## src/rtl/memtile_cfg_pkg.sv

```systemverilog
// Shared types and register map for the LakeTop memory-tile configuration writer.
package memtile_cfg_pkg;

    localparam int CFG_ADDR_W = 8;
    localparam int CFG_DATA_W = 32;

    typedef enum logic [2:0] {
        CFG_IDLE,
        CFG_WRITE,
        CFG_READ,
        CFG_RWAIT,
        CFG_FLUSH,
        CFG_DONE
    } cfg_state_t;

    // strg_ub address-generator registers, input (agg) and output (tb) sides.
    localparam logic [CFG_ADDR_W-1:0] STRG_UB_IN_DIMENSIONALITY  = 8'h10;
    localparam logic [CFG_ADDR_W-1:0] STRG_UB_IN_STARTING_ADDR   = 8'h11;
    localparam logic [CFG_ADDR_W-1:0] STRG_UB_IN_STRIDE          = 8'h12;
    localparam logic [CFG_ADDR_W-1:0] STRG_UB_IN_RANGE           = 8'h13;
    localparam logic [CFG_ADDR_W-1:0] STRG_UB_OUT_DIMENSIONALITY = 8'h20;
    localparam logic [CFG_ADDR_W-1:0] STRG_UB_OUT_STARTING_ADDR  = 8'h21;
    localparam logic [CFG_ADDR_W-1:0] STRG_UB_OUT_STRIDE         = 8'h22;
    localparam logic [CFG_ADDR_W-1:0] STRG_UB_OUT_RANGE          = 8'h23;

endpackage

```

## src/rtl/memtile_cfg_readback_chk.sv

```systemverilog
// Readback checker: waits READ_LAT cycles after a config read, compares the
// returned word with the written value and latches the first mismatching address.
module memtile_cfg_readback_chk
    import memtile_cfg_pkg::*;
#(
    parameter int READ_LAT = 1
) (
    input  logic                  clk_i,
    input  logic                  rst_i,
    input  logic                  start_i,
    input  logic [CFG_ADDR_W-1:0] addr_i,
    input  logic [CFG_DATA_W-1:0] exp_i,
    input  logic [CFG_DATA_W-1:0] rdata_i,
    output logic                  fin_o,
    output logic                  err_o,
    output logic [CFG_ADDR_W-1:0] err_addr_o
);

    localparam int LC_W = $clog2(READ_LAT + 1);

    logic [LC_W-1:0]       lcnt_q, lcnt_d;
    logic                  err_q, err_d;
    logic [CFG_ADDR_W-1:0] err_addr_q, err_addr_d;

    always_comb begin
        lcnt_d     = lcnt_q;
        err_d      = err_q;
        err_addr_d = err_addr_q;
        fin_o      = (lcnt_q == LC_W'(1));
        if (start_i) begin
            lcnt_d = LC_W'(READ_LAT);
        end else if (lcnt_q != '0) begin
            lcnt_d = lcnt_q - 1'b1;
        end
        // Only the first mismatch is recorded; later ones leave err_addr alone.
        if (fin_o && (rdata_i != exp_i) && !err_q) begin
            err_d      = 1'b1;
            err_addr_d = addr_i;
        end
    end

    always_ff @(posedge clk_i) begin
        if (rst_i) begin
            lcnt_q     <= '0;
            err_q      <= 1'b0;
            err_addr_q <= '0;
        end else begin
            lcnt_q     <= lcnt_d;
            err_q      <= err_d;
            err_addr_q <= err_addr_d;
        end
    end

    assign err_o      = err_q;
    assign err_addr_o = err_addr_q;

endmodule

```

## src/rtl/memtile_config_writer.sv

```systemverilog
// Drives host (addr, data) entries onto a memory tile config port, then enables and flushes the tile.
// Define MEMTILE_CFG_READBACK_EN to read back and verify every written register.
module memtile_config_writer
    import memtile_cfg_pkg::*;
#(
    parameter int FLUSH_CYCLES = 4,
    parameter int READ_LAT     = 1
) (
    input  logic                  clk,
    input  logic                  rst,
    input  logic                  req_valid,
    output logic                  req_ready,
    input  logic [CFG_ADDR_W-1:0] req_addr,
    input  logic [CFG_DATA_W-1:0] req_data,
    input  logic                  req_last,
    output logic                  config_en,
    output logic                  config_write,
    output logic                  config_read,
    output logic [CFG_ADDR_W-1:0] config_addr_in,
    output logic [CFG_DATA_W-1:0] config_data_in,
    input  logic [CFG_DATA_W-1:0] config_data_out,
    output logic                  tile_en,
    output logic                  flush,
    output logic                  done,
    output logic                  err,
    output logic [CFG_ADDR_W-1:0] err_addr
);

    localparam int FC_W = $clog2(FLUSH_CYCLES + 1);

    cfg_state_t            state_q, state_d;
    logic [CFG_ADDR_W-1:0] addr_q, addr_d;
    logic [CFG_DATA_W-1:0] data_q, data_d;
    logic                  last_q, last_d;
    logic [FC_W-1:0]       fcnt_q, fcnt_d;

`ifdef MEMTILE_CFG_READBACK_EN
    logic chk_fin;

    memtile_cfg_readback_chk #(
        .READ_LAT (READ_LAT)
    ) u_chk (
        .clk_i      (clk),
        .rst_i      (rst),
        .start_i    (state_q == CFG_READ),
        .addr_i     (addr_q),
        .exp_i      (data_q),
        .rdata_i    (config_data_out),
        .fin_o      (chk_fin),
        .err_o      (err),
        .err_addr_o (err_addr)
    );

    assign config_read = (state_q == CFG_READ);
`else
    logic unused_readback;
    assign unused_readback = (^config_data_out) ^ (READ_LAT > 0);

    assign config_read = 1'b0;
    assign err         = 1'b0;
    assign err_addr    = '0;
`endif

    always_comb begin
        state_d = state_q;
        addr_d  = addr_q;
        data_d  = data_q;
        last_d  = last_q;
        fcnt_d  = fcnt_q;
        case (state_q)
            CFG_IDLE: begin
                if (req_valid) begin
                    addr_d  = req_addr;
                    data_d  = req_data;
                    last_d  = req_last;
                    state_d = CFG_WRITE;
                end
            end
            CFG_WRITE: begin
`ifdef MEMTILE_CFG_READBACK_EN
                state_d = CFG_READ;
`else
                if (last_q) begin
                    state_d = CFG_FLUSH;
                    fcnt_d  = FC_W'(FLUSH_CYCLES);
                end else begin
                    state_d = CFG_IDLE;
                end
`endif
            end
`ifdef MEMTILE_CFG_READBACK_EN
            CFG_READ: begin
                state_d = CFG_RWAIT;
            end
            CFG_RWAIT: begin
                if (chk_fin) begin
                    if (last_q) begin
                        state_d = CFG_FLUSH;
                        fcnt_d  = FC_W'(FLUSH_CYCLES);
                    end else begin
                        state_d = CFG_IDLE;
                    end
                end
            end
`endif
            CFG_FLUSH: begin
                // Counter holds the flush cycles remaining, including this one.
                fcnt_d = fcnt_q - 1'b1;
                if (fcnt_q == FC_W'(1)) begin
                    state_d = CFG_DONE;
                end
            end
            CFG_DONE: begin
                state_d = CFG_DONE;
            end
            default: begin
                state_d = CFG_IDLE;
            end
        endcase
    end

    always_ff @(posedge clk) begin
        if (rst) begin
            state_q <= CFG_IDLE;
            addr_q  <= '0;
            data_q  <= '0;
            last_q  <= 1'b0;
            fcnt_q  <= '0;
        end else begin
            state_q <= state_d;
            addr_q  <= addr_d;
            data_q  <= data_d;
            last_q  <= last_d;
            fcnt_q  <= fcnt_d;
        end
    end

    assign req_ready      = (state_q == CFG_IDLE);
    assign config_en      = (state_q == CFG_WRITE) || (state_q == CFG_READ);
    assign config_write   = (state_q == CFG_WRITE);
    assign config_addr_in = addr_q;
    assign config_data_in = data_q;
    assign flush          = (state_q == CFG_FLUSH);
    assign tile_en        = (state_q == CFG_FLUSH) || (state_q == CFG_DONE);
    assign done           = (state_q == CFG_DONE);

endmodule
```

## config.mk

```make
export PLATFORM = sky130hd
export DESIGN_NAME = memtile_config_writer
export DESIGN_NICKNAME = d
export VERILOG_FILES = /design/src/rtl/memtile_cfg_pkg.sv /design/src/rtl/memtile_cfg_readback_chk.sv /design/src/rtl/memtile_config_writer.sv
export SDC_FILE = /design/constraint.sdc
export NUM_CORES = 1
export LEC_CHECK = 0
export BUFFER_PORTS_ARGS = -buffer_cell sky130_fd_sc_hd__buf_2
export CORE_MARGIN = 4
export CORE_UTILIZATION = 45
export CTS_BUF_LIST = sky130_fd_sc_hd__clkbuf_8
export CTS_CLUSTER_DIAMETER = 50
export DETAILED_ROUTE_END_ITERATION = 10
export GPL_ROUTABILITY_DRIVEN = 0
export GPL_TIMING_DRIVEN = 1
export PLACE_DENSITY = 0.78
export SYNTH_ARGS = -nofsm -noshare
export SYNTH_HDL_FRONTEND = slang
export SYNTH_SLANG_ARGS = --single-unit
```

## constraint.sdc

```tcl
create_clock -name clk -period 1.35 [get_ports clk]
set_input_delay 0.27 -clock clk [delete_from_list [all_inputs] [get_ports clk]]
set_output_delay 0.27 -clock clk [all_outputs]
set_load 0.005 [all_outputs]
```

==> flow_summary.json <==
{
  "status": "completed",
  "cp_slowest_cell": "dfxtp_4",
  "r2r_slack_ns": 0.10,
  "cp-start-kind": "flip-flop",
  "fin_cells": 379,
  "reg2reg_from": "state_q[2]",
  "synthCells": 227,
  "final_cell_mix": "89 x buf_2, 87 x nand2b_1, 44 x dfxtp_1",
  "crit_buf_inv": 1,
  "post-route-period-util_pct": 96.2,
  "fmax_mhz": 770,
  "critical_path_arrival_ns": 1.03,
  "fin_tns_setup_ns": 0,
  "drive_gt1_share_pct": 34.9,
  "track_usage_pct": 14.3,
  "layout.nets": 389,
  "hold_depth": 3,
  "skew_ns": 0.00453,
  "ys_types": 24,
  "wl_per_cell_um": 11.5,
  "hp-class": "primary input to flip-flop",
  "drcViolationCount": 0,
  "overflow": 0,
  "worstPathMaxFanout": 7,
  "synth_edf_count": 0,
  "p_seq_share_pct": 52.9,
  "crit_path_max_incr_delay_ns": 0.40,
  "dieArea_um2": 6300,
  "cts_buffers": 5,
  "hold_viol_final": 0,
  "avgViaCountPerCell": 4.47,
  "area_growth_pct": 23.5,
  "die_w_um": 79.4,
  "grt_pass1_wl_um": 7380,
  "yosysSeqAreaShare_pct": 40.2,
  "finish.utilization_pct": 58.8,
  "end_kind": "output pin",
  "power_leakage_nw": 1.36,
  "internal_power_mw": 2.14,
  "crit_required_ns": 1.08,
  "avgSynthCellArea_um2": 10.1,
  "grt_max_degree": 87,
  "clkLatencyLatePin_ns": 0.29,
  "tritoncts": "built",
  "vias": 1696,
  "post-place-ws_ns": 0.0987,
  "drt_wl_total_um": 4370,
  "r2r-end": "fcnt_q[2]",
  "yosysTopAreaCell": "dfxtp_1",
  "async_reset_ff_share_pct": 0,
  "switching_share_pct": 24.7,
  "yosys-top-cells-area": "dfxtp_1 40%, nand2b_1 24%, mux2i_1 18%",
  "min_from": "req_data[27]",
  "final_common_cell": "buf_2",
  "clkPwrFrac_pct": 29.5,
  "path_clk_slew_ns": 0.08,
  "hold_end": "config_data_in[27]",
  "power.switching_mw": 0.702,
  "holdBufCountCts": 0,
  "cts_num_sinks": 46,
  "startpoint": "state_q[0]",
  "ys_seq_elements": 46,
  "port_buffers": 89,
  "start_util_pct": 47.6,
  "p_per_area_nw_per_um2": 1000,
  "drt-pass1-iter-count": 4,
  "cap_violations": 0,
  "die_h_um": 79.4,
  "path_cells": "and2b_1 > buf_2",
  "place_hpwl_um": 3110,
  "syn_area_um2": 2290,
  "rsz0062_at_grt": "no",
  "ys.flop_type": "dfxtp_1",
  "synth_top_area_share_pct": 40.2,
  "crit_type": "flip-flop to output pin",
  "drt_iter0_drc": 91,
  "cts.path.max_buffers": 2,
  "finalSetupViolations": 0,
  "root_buffer": "clkbuf_8",
  "setup_slack_ns": 0.0513,
  "antenna_found_initial": 0,
  "cts_max_level": 2,
  "fin_crit_ns": 1.30,
  "ir_drop_v": 0.000503,
  "rows": 25,
  "slew_violations": 0,
  "pwr-share-comb_pct": 17.6,
  "rr_worst_depth": 4,
  "ant_nets": 0,
  "path_delay_family": "flip-flops",
  "grt_pass1_vias": 1675,
  "core_region_area_um2": 4820,
  "dp_cells": 369,
  "ios": 132,
  "diodes": 0,
  "ys_warn_count": 0
}
[worst max path at each step]
stage	end	slack, ns	cells past startpoint
floorplan	fcnt_q[2]	0.19	4
global placement	config_data_in[22]	0.13	3
detailed placement	config_data_in[8]	0.1	3
CTS	config_en	0.003	3
global route	flush	0.003	2
finish	flush	0.05	2
[per-stage QoR]
stage | hold WS (ns) | power (mW) | area [um^2]
floorplan | 0.425 | 1.89 | 2330
global placement | 0.454 | 2.02 | 2700
detailed placement | 0.461 | 2.03 | 2700
CTS | 0.217 | 2.90 | 2810
global route | 0.214 | 3.02 | 2830
finish | 0.230 | 2.84 | 2830
[tightest hold or removal path, delay by kind of cell]
kind	cells	cell delay, ns
multiplexers	1	0.06
AND/OR/NAND/NOR	1	0.05
buffers and inverters	1	0.09
[layout make-up]
type                            count  area, um^2
Clock buffer                        6        82.6
Clock inverter                      2        8.76
Fill cell                         423        1990
Inverter                            4        15.0
Multi-Input combinational cell    158        1180
Sequential cell                    46         928
Tap cell                           67        83.8
Timing Repair Buffer               96         531
[cell usage after synthesis (2+ instances only)]
master	n
o2111a_1	2
dfxtp_1	46
mux2i_1	41
buf_4	11
nor2b_1	2
nand3b_1	2
clkbuf_1	9
a21boi_0	2
buf_12	4
nor2_1	2
buf_2	3
nand2b_1	87
inv_1	4
ha_1	2
[layer usage]
layer / up-vias / global-route usage, % / part of all wire (%)
li1: 873 / - / -
met1: 759 / 17.0 / 43
met2: 62 / 23.8 / 47
met3: 2 / 5.98 / 9.3
met4: 0 / 3.78 / 0.30
met5: - / 0 / 0
[cell families (layout without fill, tap and decap cells)]
| family | count (synthesis) | after routing | synth area share, % |
|---|---|---|---|
| muxes | 41 | 41 | 17.9 |
| and+or+nand+nor | 97 | 97 | 26.8 |
| AOI/OAI and AO/OA | 8 | 8 | 3.49 |
| other | 1 | 10 | 0.164 |
| DFF | 46 | 46 | 40.2 |
| buffers and inverters | 32 | 108 | 10.4 |
| adders and majority gates | 2 | 2 | 1.09 |
[state kept, by name, indices dropped and copies added, names as in the netlist]
register,count
config_data_in,32
config_addr_in,8
fcnt_q,3
state_q,2
last_q,1
[power by group through the flow]
| stage | Combinational (mW) | Clock (mW) | Sequential [mW] |
|---|---|---|---|
| finish | 0.499 | 0.838 | 1.50 |
| global route | 0.561 | 0.946 | 1.52 |
| CTS | 0.499 | 0.892 | 1.51 |
| detailed placement | 0.498 | 0 | 1.54 |
| global placement | 0.488 | 0 | 1.53 |
| floorplan | 0.346 | 0 | 1.54 |
[timing repair]
| item | CTS | global route |
|---|---|---|
| resized for setup | 5 | 3 |
| pin swaps | 0 | 0 |
| endpoints found under the setup margin | 5 | 4 |
| buffers inserted | 0 | 2 |
| gates cloned | 0 | 0 |
(Power assumes the default switching activity.)
